--- src/rtl/imem_loader.sv ---
// Byte-stream program loader: assembles big-endian bytes into 32-bit words, writes
// them to instruction memory, then releases the CPU reset. Optional: IMEM_LOADER_CHECKSUM_EN.
module imem_loader #(
  parameter int ADDR_WIDTH       = 10,
  parameter int BASE_ADDR        = 0,
  parameter int MAX_WORDS        = 1024,
  parameter int CPU_RESET_CYCLES = 4
) (
  input  logic                  clk,
  input  logic                  reset,
  input  logic                  start,
  // Byte port: a byte moves only on a cycle where byte_valid && byte_ready are both high.
  input  logic                  byte_valid,
  output logic                  byte_ready,
  input  logic [7:0]            byte_data,
  input  logic                  byte_last,
  output logic                  mem_we,
  output logic [ADDR_WIDTH-1:0] mem_addr,
  output logic [31:0]           mem_wdata,
  output logic                  cpu_reset,
  output logic                  busy,
  output logic                  done,
  output logic                  error,
  output logic [ADDR_WIDTH:0]   word_count,
`ifdef IMEM_LOADER_CHECKSUM_EN
  input  logic [31:0]           expected_sum,
  output logic [31:0]           checksum,
`endif
  output logic [2:0]            dbg_state
);

  typedef enum logic [2:0] {
    S_IDLE    = 3'd0,
    S_LOAD    = 3'd1,
    S_RELEASE = 3'd2,
    S_RUN     = 3'd3,
    S_ERROR   = 3'd4
  } state_t;

  localparam int REL_LAST = (CPU_RESET_CYCLES > 0) ? CPU_RESET_CYCLES - 1 : 0;

  state_t      state;
  logic [1:0]  idx;
  logic [31:0] wbuf;
  logic [15:0] rel_cnt;

  logic                  accept;
  logic                  restart;
  logic                  full;
  logic [4:0]            shamt;
  logic [31:0]           merged;
  logic [ADDR_WIDTH-1:0] next_addr;
  logic                  sum_ok;

  assign dbg_state = state;
  assign accept    = (state == S_LOAD) && byte_valid && byte_ready;
  assign restart   = start && (state == S_IDLE || state == S_RUN || state == S_ERROR);
  assign full      = (word_count == (ADDR_WIDTH+1)'(MAX_WORDS));
  // Bytes land MSB-first; an early byte_last leaves the unfilled low bytes at zero.
  assign shamt     = {2'd3 - idx, 3'b000};
  assign merged    = wbuf | ({24'd0, byte_data} << shamt);
  assign next_addr = ADDR_WIDTH'(BASE_ADDR) + word_count[ADDR_WIDTH-1:0];

`ifdef IMEM_LOADER_CHECKSUM_EN
  logic [31:0] sum_next;
  assign sum_next = checksum + merged;
  assign sum_ok   = (sum_next == expected_sum);
`else
  assign sum_ok   = 1'b1;
`endif

  always_ff @(posedge clk or posedge reset) begin
    if (reset) begin
      state      <= S_IDLE;
      idx        <= 2'd0;
      wbuf       <= 32'd0;
      rel_cnt    <= 16'd0;
      cpu_reset  <= 1'b1;
      byte_ready <= 1'b0;
      mem_we     <= 1'b0;
      mem_addr   <= '0;
      mem_wdata  <= 32'd0;
      busy       <= 1'b0;
      done       <= 1'b0;
      error      <= 1'b0;
      word_count <= '0;
`ifdef IMEM_LOADER_CHECKSUM_EN
      checksum   <= 32'd0;
`endif
    end else begin
      mem_we <= 1'b0;
      if (restart) begin
        state      <= S_LOAD;
        idx        <= 2'd0;
        wbuf       <= 32'd0;
        cpu_reset  <= 1'b1;
        byte_ready <= 1'b1;
        busy       <= 1'b1;
        done       <= 1'b0;
        error      <= 1'b0;
        word_count <= '0;
`ifdef IMEM_LOADER_CHECKSUM_EN
        checksum   <= 32'd0;
`endif
      end else begin
        case (state)
          S_LOAD: begin
            if (accept) begin
              if (full) begin
                state      <= S_ERROR;
                error      <= 1'b1;
                busy       <= 1'b0;
                byte_ready <= 1'b0;
              end else if (idx == 2'd3 || byte_last) begin
                mem_we     <= 1'b1;
                mem_addr   <= next_addr;
                mem_wdata  <= merged;
                word_count <= word_count + 1'b1;
                idx        <= 2'd0;
                wbuf       <= 32'd0;
`ifdef IMEM_LOADER_CHECKSUM_EN
                checksum   <= sum_next;
`endif
                if (byte_last) begin
                  byte_ready <= 1'b0;
                  rel_cnt    <= 16'd0;
                  if (sum_ok) begin
                    state <= S_RELEASE;
                  end else begin
                    state <= S_ERROR;
                    error <= 1'b1;
                    busy  <= 1'b0;
                  end
                end
              end else begin
                wbuf <= merged;
                idx  <= idx + 2'd1;
              end
            end
          end
          S_RELEASE: begin
            // Counts cycles after the final write strobe before letting the CPU run.
            if (rel_cnt == 16'(REL_LAST)) begin
              state     <= S_RUN;
              cpu_reset <= 1'b0;
              done      <= 1'b1;
              busy      <= 1'b0;
            end else begin
              rel_cnt <= rel_cnt + 16'd1;
            end
          end
          default: ;
        endcase
      end
    end
  end

endmodule

--- config.mk ---
export PLATFORM = sky130hd
export DESIGN_NAME = imem_loader
export DESIGN_NICKNAME = d
export VERILOG_FILES = /design/src/rtl/imem_loader.sv
export SDC_FILE = /design/constraint.sdc
export NUM_CORES = 1
export LEC_CHECK = 0
export ABC_AREA = 0
export BUFFER_PORTS_ARGS = -buffer_cell sky130_fd_sc_hd__buf_2
export CORE_UTILIZATION = 38
export DETAILED_ROUTE_END_ITERATION = 6
export PLACE_DENSITY_LB_ADDON = 0.12
export SLEW_MARGIN = 10
export SYNTH_ARGS = -nofsm -noshare
export SYNTH_HDL_FRONTEND = slang
export SYNTH_SLANG_ARGS = --single-unit
export TNS_END_PERCENT = 100
--- constraint.sdc ---
create_clock -name clk -period 9.55 [get_ports clk]
set_input_delay 2.865 -clock clk [delete_from_list [all_inputs] [get_ports clk]]
set_output_delay 2.865 -clock clk [all_outputs]
set_load 0.005 [all_outputs]
* Word-level counts from Yosys, hierarchy flattened
Cells that the tools add are included.
Word-level totals: register bits 112, bits of input ports 13, output and inout port bits 62, word-level logic and storage cells 118
Operators by class: bitwise operators 3, $add $sub $neg 4, shifts and indexed selects 1, reduce and logical (&&, ||, !) cells 26, equality and inequality tests 18, muxes and demuxes 53
Operator list (number):
- two-way mux 32 bit | 5
- two-way mux 16 bit | 5
- two-way mux 11 bit | 5
- bitwise OR 32 bit | 1
- case mux 16 bit (2 select lines) | 1
- left shift 8 x 5 -> 32 bit | 1
- two-way mux 1 bit | 24
- two-way mux 3 bit | 6
- adder 16 x 1 -> 16 bit, second input constant | 1
- == test 16 x 2 -> 1 bit, second input constant | 1
- nonzero test 2 bit | 7
- AND reduction 4 bit | 3
- adder 11 x 1 -> 11 bit, second input constant | 1
- == test 11 bit, second input constant | 1
- two-way mux 2 bit | 5
- != test 2 bit, second input constant | 5
- AND reduction 5 bit | 2
- != test 3 bit, second input constant | 3
- nonzero test 3 bit | 3
- AND reduction 7 bit | 1
- == test 3 x 2 -> 1 bit, second input constant | 2
- case mux 3 bit (2 select lines) | 1
- AND reduction 3 bit | 2
- != test 4 x 3 -> 1 bit, second input constant | 1
- 13 further kinds | 18

* Logic depth before layout (Yosys ltp)
Gate-level depths: netlist of the first run.
depth in word-level cells 8, mapped depth 10, gate-level depth less buffers 8

* Worst setup path before layout of the first run
Ideal clock, no wire load.
path type in2reg, start point input port byte_valid, end point register rel_cnt[11], data required time 9.426 ns, cell stages on the path 5, setup time 0.124 ns, arrival time 3.984 ns, buffers on the path 0, setup slack 5.443 ns, cell sequence nand2_1 -> a31oi_1 -> nor2_2 -> or2_2 -> a211o_1
On the way: longest elaborated chain between the ends 4
RTL lines:
- start: declaration | line 13 | input logic byte_valid,
- logical AND 1 bit (2 in series) | line 56 | assign accept = (state == S_LOAD) && byte_valid && byte_ready;
- != test 2 bit (no source line)
- AND reduction 7 bit (no source line)
- end signal: assignment | line 149 | rel_cnt <= rel_cnt + 16'd1;
- end: declaration | line 45 | logic [15:0] rel_cnt;
Every way passes these cells. A chain may end at the register's enable or synchronous reset.

* Worst setup path in the final report of the first run
start point input port byte_last, end point register wbuf[28]
On the way: longest elaborated chain between the ends 6
RTL lines:
- start: declaration | line 16 | input logic byte_last,
- logical OR 1 bit | line 114 | end else if (idx == 2'd3 || byte_last) begin
- two-way mux 32 bit | line 114
- two-way mux 32 bit | line 109 | if (full) begin
- two-way mux 32 bit | line 108 | if (accept) begin
- two-way mux 32 bit | line 106 | case (state)
- two-way mux 32 bit | line 92 | if (restart) begin
- end signal: assignment | line 136 | wbuf <= merged;
- end: declaration | line 44 | logic [31:0] wbuf;
Every way passes these cells. The select of a mux whose other input is x is not followed.

==> PnR_summary.wiki, run 1 <==
{| class="wikitable"
! Metric !! Value
|-
| Run status || complete, no violations
|-
| Max_slew headroom || 29.6%
|-
| Final estimated routing congestion in global placement || 0.793
|-
| Upper clock frequency limit || 0.213 GHz
|-
| Total inserted antenna cells || 0
|-
| Arrival time of the worst setup path || approximately 5 ns
|-
| Skew final || 0.0109 ns
|-
| Power per Cell Area || 247 mW/mm^2
|-
| Initial antenna violation count || 0
|-
| Count of state elements after synthesis || 112
|-
| Final critical-path required period || 4.69 ns
|-
| Max cap viols || 0
|-
| Number of warnings issued by yosys || 0
|-
| Overall die height || about 120 um
|-
| Area growth, synth to finish || 13.8%
|-
| I/O pin count || 75
|-
| Detail Placement HPWL || 7670 um
|-
| Detail-routed net length per standard cell || 15.1 um
|-
| Detail-routed via count per cell || 5.25
|-
| Worst Hold Class || register to register
|-
| Slowest stage cell on the critical path || buf_4
|-
| Net count after synthesis || 549
|-
| Kind of cell adding the most delay to the critical path || simple AND/OR/NAND/NOR gates
|-
| Most used cells in the layout excluding fill and tap cells || dfrtp_1, nand2_1, buf_2
|-
| Total wirelength of the detailed-routed design || 11500 um
|-
| Class of the most critical setup path || primary input to register
|-
| Grt ovf || 0
|-
| Number of enable flip-flop cells after synthesis || 0
|-
| Final total power || 1.43 mW
|-
| Total of buffers placed on input and output ports || 74
|-
| Setup_tns || 0 ns
|-
| Number of vias after detailed routing || ~4000
|-
| Num rows || 41
|-
| Effective utilization at floorplan || between 30% and 40%
|-
| Fraction of final layout cells with drive strength greater than 1 || 19.1%
|-
| RSZ-0062 raised after global routing || no
|-
| Bufs and invs on worst path || 2
|-
| Final hold viol count || 0
|-
| Placed cell areas || 0.00549 sq mm
|-
| Post-CTS setup buffer count || 0
|-
| Clk sink count || 112
|-
| Buffers from clock root to sink, at most || 2
|-
| Area of the core || roughly 0.013 sq mm
|-
| Antenna Nets Post-Route || 0
|-
| Drt pass-1 iters || 4
|-
| Cell variety after synth || 54
|-
| Max-slew violation total from the final report || 0
|-
| Data required time at the worst endpoint || between 9 and 10 ns
|-
| Detailed router's first-iteration violation count || 184
|-
| Vias in the first global route || 3810
|-
| Fraction of the cycle the final worst path needs || 49.2%
|-
| CTS resizes || 0
|-
| Count of H-tree levels built during CTS || 3
|-
| Endpoint type of the worst setup path || register
|-
| Global-route usage over all layers || 17.7%
|-
| Final Instance Area || 0.00579 sq mm
|-
| Most common library cell in the layout ignoring fill and taps || dfrtp_1
|-
| Maximum net fanout on the critical path || 78
|-
| CTS root buf || clkbuf_16
|-
| Final #Nets || 597
|-
| CTS buffer count || 9
|-
| Final setup violation count || 0
|-
| CP dominant cell by count || nor2_1
|-
| Cell leakage power || 2.76 nW
|-
| Mean post-synth cell area || roughly 9.6 sq um
|-
| Final core utilization || 45.2%
|-
| Die width || 118 um
|-
| Slew of the pin with the lowest slew margin || 1.05 ns
|-
| Hold-fix buffers at CTS || 0
|-
| Sequence of cells on the critical path || buf_2 > nor2_1 > or3_2 > buf_4 > nand2_2 > nor2_1
|-
| Number of remaining DRC errors || 0
|-
| Maximum number of pins on one net before global-route repair || 79
|-
| Wire length of the first global-routing pass || 19600 um
|-
| Mapped Area || 0.00509 sq mm
|-
| Highest cell delay on the worst timing path || 0.55 ns
|-
| Register clock-pin slew on the reported worst setup and hold paths || 0.07 ns
|-
| Max rail drop VDD || 0.105 mV
|-
| Async set-reset flop share out of synthesis || 100%
|-
| Dominant synthesized flop cell || dfrtp_1
|-
| Clock insertion delay at the later pin of the skew report || 0.35 ns
|-
| Instance count of the mapped netlist || 532
|-
| Total Die Area || 0.0139 sq mm
|-
| Type of origin of the critical path || primary input
|-
| Clock tree from TritonCTS || built
|-
| Share of synthesized area occupied by flip-flops and latches || about 55%
|}
[layout make-up]
cell class	count	area, sq um
Fill cell	1280	7030
Clock inverter	5	56.3
Sequential cell	112	2800
Clock buffer	11	243
Timing Repair Buffer	77	393
Tap cell	172	215
Multi-Input combinational cell	370	2040
Inverter	10	40.0
[sequential cells by signal (all words and copies together) (netlist names)]
| signal | cells |
|---|---|
| cpu_reset | 1 |
| mem_addr | 10 |
| mem_wdata | 32 |
| done | 1 |
| mem_we | 1 |
| error | 1 |
| word_count | 11 |
| rel_cnt | 16 |
| byte_ready | 1 |
| dbg_state | 3 |
| idx | 2 |
| busy | 1 |
| wbuf | 32 |
[stage by stage]
stage                     hold slack [ns]  instances  setup slack [ns]
after floorplan                     0.448        532              3.73
after global placement              0.451        741              4.56
after detailed placement            0.451        741              4.48
final                               0.460        757              4.86
after global routing                0.476        757              4.61
after CTS                           0.460        757              4.84
[metal layers]
metal | track usage (%) | part of all wire (%) | up-vias
li1 | - | - | 1973
met1 | 24.2 | 48 | 1908
met2 | 27.0 | 46 | 79
met3 | 4.07 | 4.5 | 14
met4 | 7.05 | 1.9 | 0
met5 | 0 | 0 | -
[cell usage after synthesis, drive strengths merged, types with 2 or more instances]
library cell,instances,share of area (%)
a21oi,49,4.8
a31oi,36,4.4
and2,2,0.25
and3,7,0.86
and4,3,0.52
buf,25,3.1
clkbuf,15,1.1
dfrtp,111,55
ha,4,0.98
inv,10,0.74
nand2,78,5.8
nand2b,3,0.37
nand3,13,1.4
nand3b,2,0.29
nand4,7,0.86
nor2,55,4.1
nor2b,3,0.37
nor3,6,0.69
nor3b,2,0.52
nor4,4,0.91
nor4b,2,0.64
o2111ai,2,0.34
o211ai,2,0.29
o21ai,48,4.9
o31ai,11,1.6
o41ai,2,0.34
or2,2,0.25
or3,4,0.49
or4,5,0.74
xor2,9,1.5
[power by group]
part / leakage (nW) / switching (mW) / internal [mW]
clock network: 0.145 / 0.171 / 0.210
logic: 1.10 / 0.276 / 0.142
registers: 1.52 / 0.0658 / 0.565
total: 2.76 / 0.513 / 0.917
[worst reg2reg max path, cell delays in order (launching register included)]
cell      delay [ns]
dfrtp_1         0.44
inv_1           0.12
ha_1            0.16
nor4bb_2        0.45
and3_1          0.28
or3_2           0.13
buf_4           0.55
nand2_2         0.56
nor2_1          0.27
[final timing paths]
check / start / end / slack (ns) / cells past startpoint
setup / recovery: byte_last / wbuf[28] / 4.86 / 6
hold / removal: cpu_reset / cpu_reset / 0.46 / 2
setup reg to reg: word_count[0] / wbuf[28] / 6.52 / 8
hold reg to reg: cpu_reset / cpu_reset / 0.46 / 2
max in group asynchronous: reset / mem_wdata[6] / 5.71 / 3
min in group asynchronous: reset / mem_wdata[22] / 2.56 / 2
[kinds of logic (layout without fill, tap and decap cells)]
family	after synthesis	count (layout)	share of synthesized area (%)
and+or+nand+nor	200	200	19.5
AOI/OAI and AO/OA	156	156	17.8
DFF	112	112	55.1
buffers and inverters	50	103	4.92
xor gates and xnor gates	10	10	1.72
adders and majority gates	4	4	0.983
(Power assumes the default switching activity.)
==> run 2, diff against run 1 <==
clock period = 4.2 ns   (was 9.55 ns; I/O delays follow)
==> run 2 against run 1 <==
Compared with the run above: clock skew decreased by 0.0026 ns; global-route usage decreased by 0.16 points; flip-flop and latch count unchanged; total power increased by 130%; core utilization about the same; register-to-register slack got worse by 5.0 ns; die area unchanged; sequential share of layout area about the same; non-clock buffer count unchanged; sequential power increased by 130%; cell count unchanged; worst hold slack improved by 0.013 ns; critical path type unchanged; critical endpoint is now mem_wdata[31].
==> PnR_summary.wiki, run 2 (synthesis results as in run 1) <==
{| class="wikitable"
! Metric !! Value
|-
| Run status || complete, no violations
|-
| Maximum net fanout on the critical path || 64
|-
| Type of origin of the critical path || primary input
|-
| CTS buffer count || 9
|-
| Hold-fix buffers at CTS || 0
|-
| Total inserted antenna cells || 0
|-
| Area growth, synth to finish || 13.9%
|-
| Die width || ~120 um
|-
| CTS root buf || clkbuf_16
|-
| Detail Placement HPWL || 7620 um
|-
| Upper clock frequency limit || 0.365 GHz
|-
| Class of the most critical setup path || primary input to register
|-
| Vias in the first global route || roughly 3800
|-
| Effective utilization at floorplan || 39.7%
|-
| Register clock-pin slew on the reported worst setup and hold paths || 0.08 ns
|-
| Endpoint type of the worst setup path || register
|-
| Total of buffers placed on input and output ports || 74
|-
| RSZ-0062 raised after global routing || no
|-
| Skew final || 0.00826 ns
|-
| Max rail drop VDD || 0.241 mV
|-
| Fill cell total of the finished layout || 1284
|-
| Overall die height || about 120 um
|-
| Max-slew violation total from the final report || 0
|-
| Final estimated routing congestion in global placement || 0.816
|-
| Number of vias after detailed routing || 4042
|-
| Fraction of the cycle the final worst path needs || about 65%
|-
| Detailed router's first-iteration violation count || 250
|-
| Total wirelength of the detailed-routed design || 11600 um
|-
| Clock insertion delay at the later pin of the skew report || 0.35 ns
|-
| Drt pass-1 iters || 5
|-
| I/O pin count || 75
|-
| Power per Cell Area || approximately 560 mW/mm^2
|-
| Final setup violation count || 0
|-
| Area of the multi-input gates || 0.00204 sq mm
|-
| Total Die Area || 0.0139 sq mm
|-
| Area of the core || 0.0128 sq mm
|-
| Grt ovf || 0
|-
| Number of remaining DRC errors || 0
|-
| Count of H-tree levels built during CTS || 3
|-
| Setup slack at placement || roughly 1.1 ns
|-
| Wire length of the first global-routing pass || 19500 um
|-
| Max cap viols || 0
|-
| Most used cells in the layout excluding fill and tap cells || dfrtp_1, nand2_1, buf_2
|-
| Cell leakage power || 2.75 nW
|-
| Final #Nets || 597
|-
| Fraction of final layout cells with drive strength greater than 1 || about a fifth
|-
| Buffers from clock root to sink, at most || 2
|-
| Register area || 0.00280 sq mm
|-
| Detail-routed net length per standard cell || 15.3 um
|-
| Slowest stage cell on the critical path || buf_4
|-
| Arrival time of the worst setup path || roughly 3.0 ns
|-
| Maximum number of pins on one net before global-route repair || 113
|-
| Most common library cell in the layout ignoring fill and taps || dfrtp_1
|-
| Initial antenna violation count || 0
|-
| Data required time at the worst endpoint || 4.41 ns
|-
| Antenna Nets Post-Route || 0
|-
| Clk sink count || 112
|-
| Clock tree from TritonCTS || built
|-
| Max_slew headroom || 26.9%
|-
| Highest cell delay on the worst timing path || 0.54 ns
|-
| Setup_tns || 0 ns
|-
| Worst Hold Class || register to register
|-
| Global-route usage over all layers || 17.5%
|-
| Setup slack of the critical path after layout || 1.46 ns
|-
| Sequence of cells on the critical path || buf_2 > nor2_1 > or3_2 > buf_4 > o21ai_0
|-
| CTS resizes || 0
|-
| Detail-routed via count per cell || 5.34
|-
| Slew of the pin with the lowest slew margin || 1.09 ns
|-
| Final hold viol count || 0
|-
| Registers with the most flip-flops || mem_wdata: 32 flops, wbuf: 32 flops, rel_cnt: 16 flops
|-
| Final critical-path required period || 2.74 ns
|-
| Post-CTS setup buffer count || 0
|-
| Num rows || 41
|}
-- run 2: area by class of cell --
type	count	area share, %
clock buffers	10	3.95
clock inverters	6	1.04
inverters	10	0.712
multi-input cells	370	35.2
flip-flops and latches	112	48.4
well taps	172	3.71
repair buffers	77	6.99
-- run 2: layer usage --
layer | wire length [um] | part of all wire, % | global-route usage, % | vias up
li1 | - | - | - | 1981
met1 | 5430 | 47 | 23.7 | 1957
met2 | 5450 | 47 | 27.5 | 92
met3 | 512 | 4.4 | 3.39 | 12
met4 | 183 | 1.6 | 7.13 | 0
met5 | 0 | 0 | 0 | -
-- run 2: stage by stage --
stage	total power, mW	hold slack, ns	std cells	util, %	area [sq um]
5_1_grt	3.46	0.498	757	45.2	5800
4_1_cts	3.28	0.473	757	45.2	5800
6_report	3.24	0.473	757	45.2	5800
2_1_floorplan	2.15	0.448	532	-	5090
3_5_place_dp	2.43	0.455	741	42.9	5510
3_3_place_gp	2.40	0.451	741	42.9	5510
-- run 2: critical path: cells and delay by family --
kind | cells | cell delay [ns]
simple gates | 2 | 0.82
buf+inv | 2 | 0.66
compound gates | 1 | 0.19
-- run 2: final timing paths --
| check | startpoint | endpoint | slack [ns] | depth (start not counted) |
|---|---|---|---|---|
| setup / recovery | byte_last | mem_wdata[31] | 1.46 | 5 |
| hold / removal | cpu_reset | cpu_reset | 0.47 | 2 |
| setup reg to reg | word_count[1] | mem_wdata[31] | 1.55 | 7 |
| hold reg to reg | cpu_reset | cpu_reset | 0.47 | 2 |
| max in group asynchronous | reset | rel_cnt[3] | 2.67 | 3 |
| min in group asynchronous | reset | mem_wdata[18] | 1.05 | 3 |
-- run 2: power breakdown --
| part | switching [mW] | internal (mW) |
|---|---|---|
| Sequential | 0.156 | 1.28 |
| Clock | 0.388 | 0.460 |
| Combinational | 0.625 | 0.325 |
| Total | 1.17 | 2.07 |
==> run 3, diff against run 2 <==
clock period = 2.5 ns   (was 4.2 ns; I/O delays follow)
==> run 3 against run 2 <==
Compared with the run above: routed wire length grew 1.4%; die area is the same; global-route usage grew 0.25 points; sequential power grew 67%; clock power grew 58%; critical path depth grew 4; combinational power grew 82%; flip-flop and latch count is the same; critical path type is now register to register; highest routed layer unchanged.
==> PnR_summary.wiki, run 3 (synthesis results as in run 1) <==
{| class="wikitable"
! Metric !! Value
|-
| Run status || complete, no violations
|-
| Global-route usage over all layers || 17.8%
|-
| Max rail drop VDD || 0.380 mV
|-
| Num rows || 41
|-
| Area growth, synth to finish || 15.8%
|-
| Net switching power || 1.95 mW
|-
| Setup_tns || 0 ns
|-
| Buffers from clock root to sink, at most || 2
|-
| Clock insertion delay at the later pin of the skew report || between 0.3 and 0.4 ns
|-
| Final estimated routing congestion in global placement || approximately 0.85
|-
| Clock tree from TritonCTS || built
|-
| Final setup violation count || 0
|-
| Most used cells in the layout excluding fill and tap cells || dfrtp_1, nand2_1, buf_2
|-
| Overall die height || approximately 120 um
|-
| Initial antenna violation count || 0
|-
| Detail Placement HPWL || 7990 um
|-
| Antenna Nets Post-Route || 0
|-
| Final Instance Area || 0.00590 sq mm
|-
| Combinational power share || 31.5%
|-
| Hold-fix buffers at CTS || 0
|-
| Setup slack of the most critical reg-to-reg path || around 0.26 ns
|-
| Fill cell total of the finished layout || 1285
|-
| Fraction of final layout cells with drive strength greater than 1 || around a fifth
|-
| Clk sink count || 112
|-
| Maximum number of pins on one net before global-route repair || 57
|-
| CTS resizes || 0
|-
| Max cap viols || 0
|-
| CTS buffer count || 9
|-
| Type of origin of the critical path || register
|-
| Final critical-path required period || between 2 and 2.5 ns
|-
| Total Die Area || 0.0139 sq mm
|-
| Wire length of the first global-routing pass || 19800 um
|-
| Total of buffers placed on input and output ports || 74
|-
| Reg2reg end || word_count[0]
|-
| RSZ-0062 raised after global routing || no
|-
| Final hold viol count || 0
|-
| Sequence of cells on the critical path || inv_1 > ha_1 > nor4bb_2 > buf_4 > and3_1 > or3_2 > inv_2 > xnor2_1 > nor2_1
|-
| Most common library cell in the layout ignoring fill and taps || dfrtp_1
|-
| Arrival time of the worst setup path || approximately 2.5 ns
|-
| Highest cell delay on the worst timing path || 0.49 ns
|-
| Register clock-pin slew on the reported worst setup and hold paths || 0.07 ns
|-
| Clock share of power || 24.5%
|-
| Total inserted antenna cells || 0
|-
| Class of the most critical setup path || register to register
|-
| Count of H-tree levels built during CTS || 3
|-
| Detail-routed via count per cell || roughly 5.2
|-
| Skew final || 0.00705 ns
|-
| Die width || approximately 120 um
|-
| Fraction of the cycle the final worst path needs || 89.8%
|-
| Post-CTS setup buffer count || 0
|-
| Detail-routed net length per standard cell || approximately 15 um
|-
| Effective utilization at floorplan || 39.7%
|-
| Grt ovf || 0
|-
| Maximum net fanout on the critical path || 12
|-
| I/O pin count || 75
|-
| Drt pass-1 iters || 4
|-
| Registers with the most flip-flops || mem_wdata: 32 flops, wbuf: 32 flops, rel_cnt: 16 flops
|-
| Power per Cell Area || 930 mW/mm^2
|-
| Max-slew violation total from the final report || 0
|-
| Worst Reg2Reg Path Length in Cells || 9
|-
| Data required time at the worst endpoint || approximately 2.7 ns
|-
| Max_slew headroom || 27.6%
|-
| Cell leakage power || 2.81 nW
|-
| Endpoint type of the worst setup path || register
|-
| Upper clock frequency limit || 0.446 GHz
|-
| Switching share of total power || 35.7%
|-
| Vias in the first global route || 3768
|-
| Final #Nets || 608
|-
| CTS root buf || clkbuf_16
|-
| Detailed router's first-iteration violation count || approximately 250
|-
| Total wirelength of the detailed-routed design || between 10000 and 15000 um
|-
| Worst reg2reg startpoint || word_count[0]
|-
| Number of vias after detailed routing || 4026
|-
| Worst Hold Class || primary input to asynchronous set/reset pin
|-
| Slew of the pin with the lowest slew margin || 1.08 ns
|-
| Slowest stage cell on the critical path || or3_2
|-
| Area of the core || 0.0128 sq mm
|-
| Placed cell areas || 0.00563 sq mm
|-
| Pint || 3.53 mW
|-
| Seq pwr share || 43.9%
|-
| Number of remaining DRC errors || 0
|-
| Final total power || roughly 5.5 mW
|}
run 3: power groups by stage:
stage               Clock [mW]  Combinational, mW  Sequential, mW
detailed placement           0               1.74            2.45
CTS                       1.39               1.75            2.41
global placement             0               1.72            2.43
global route              1.45               1.94            2.46
finish                    1.34               1.73            2.41
floorplan                    0               1.19            2.41
run 3: through the flow:
stage | hold slack (ns) | setup WS (ns) | std cells | util (%)
floorplan | 0.448 | 0.393 | 532 | -
global placement | 0.451 | 0.270 | 752 | 43.9
detailed placement | 0.454 | 0.263 | 752 | 43.9
CTS | 0.442 | 0.243 | 767 | 46.0
global route | 0.457 | 0.122 | 767 | 46.0
finish | 0.436 | 0.255 | 767 | 46.0
run 3: area by class of cell:
cell class	instances	area, sq um	share of cell area (%)
clock buffers	15	268	4.54
inverters	10	41.3	0.700
multi-input cells	370	2040	34.6
flip-flops and latches	112	2800	47.6
well taps	172	215	3.65
repair buffers	88	526	8.91
run 3: metal layers:
| metal | track usage (%) | up-vias | wire length (um) |
|---|---|---|---|
| met1 | 25.3 | 1931 | 5610 |
| met5 | 0 | - | 0 |
| met2 | 27.5 | 90 | 5540 |
| met4 | 6.25 | 0 | 142 |
| met3 | 2.76 | 12 | 454 |
| li1 | - | 1993 | - |
run 3: worst max-delay path by stage:
stage	from	end	slack, ns	depth (start not counted)
3_5_place_dp	word_count[0]	word_count[0]	0.26	9
4_1_cts	word_count[0]	word_count[0]	0.24	9
6_report	word_count[0]	word_count[0]	0.26	9
3_3_place_gp	word_count[0]	word_count[0]	0.27	9
5_1_grt	word_count[0]	word_count[0]	0.12	9
2_1_floorplan	reset	busy	0.39	1
run 3: worst max-delay path: cells and delay by family (launching register included):
family | cells | cell delay (ns)
xor gates and xnor gates | 1 | 0.15
buffers and inverters | 3 | 0.46
adders and majority gates | 1 | 0.20
and+or+nand+nor | 4 | 0.90
DFF | 1 | 0.42
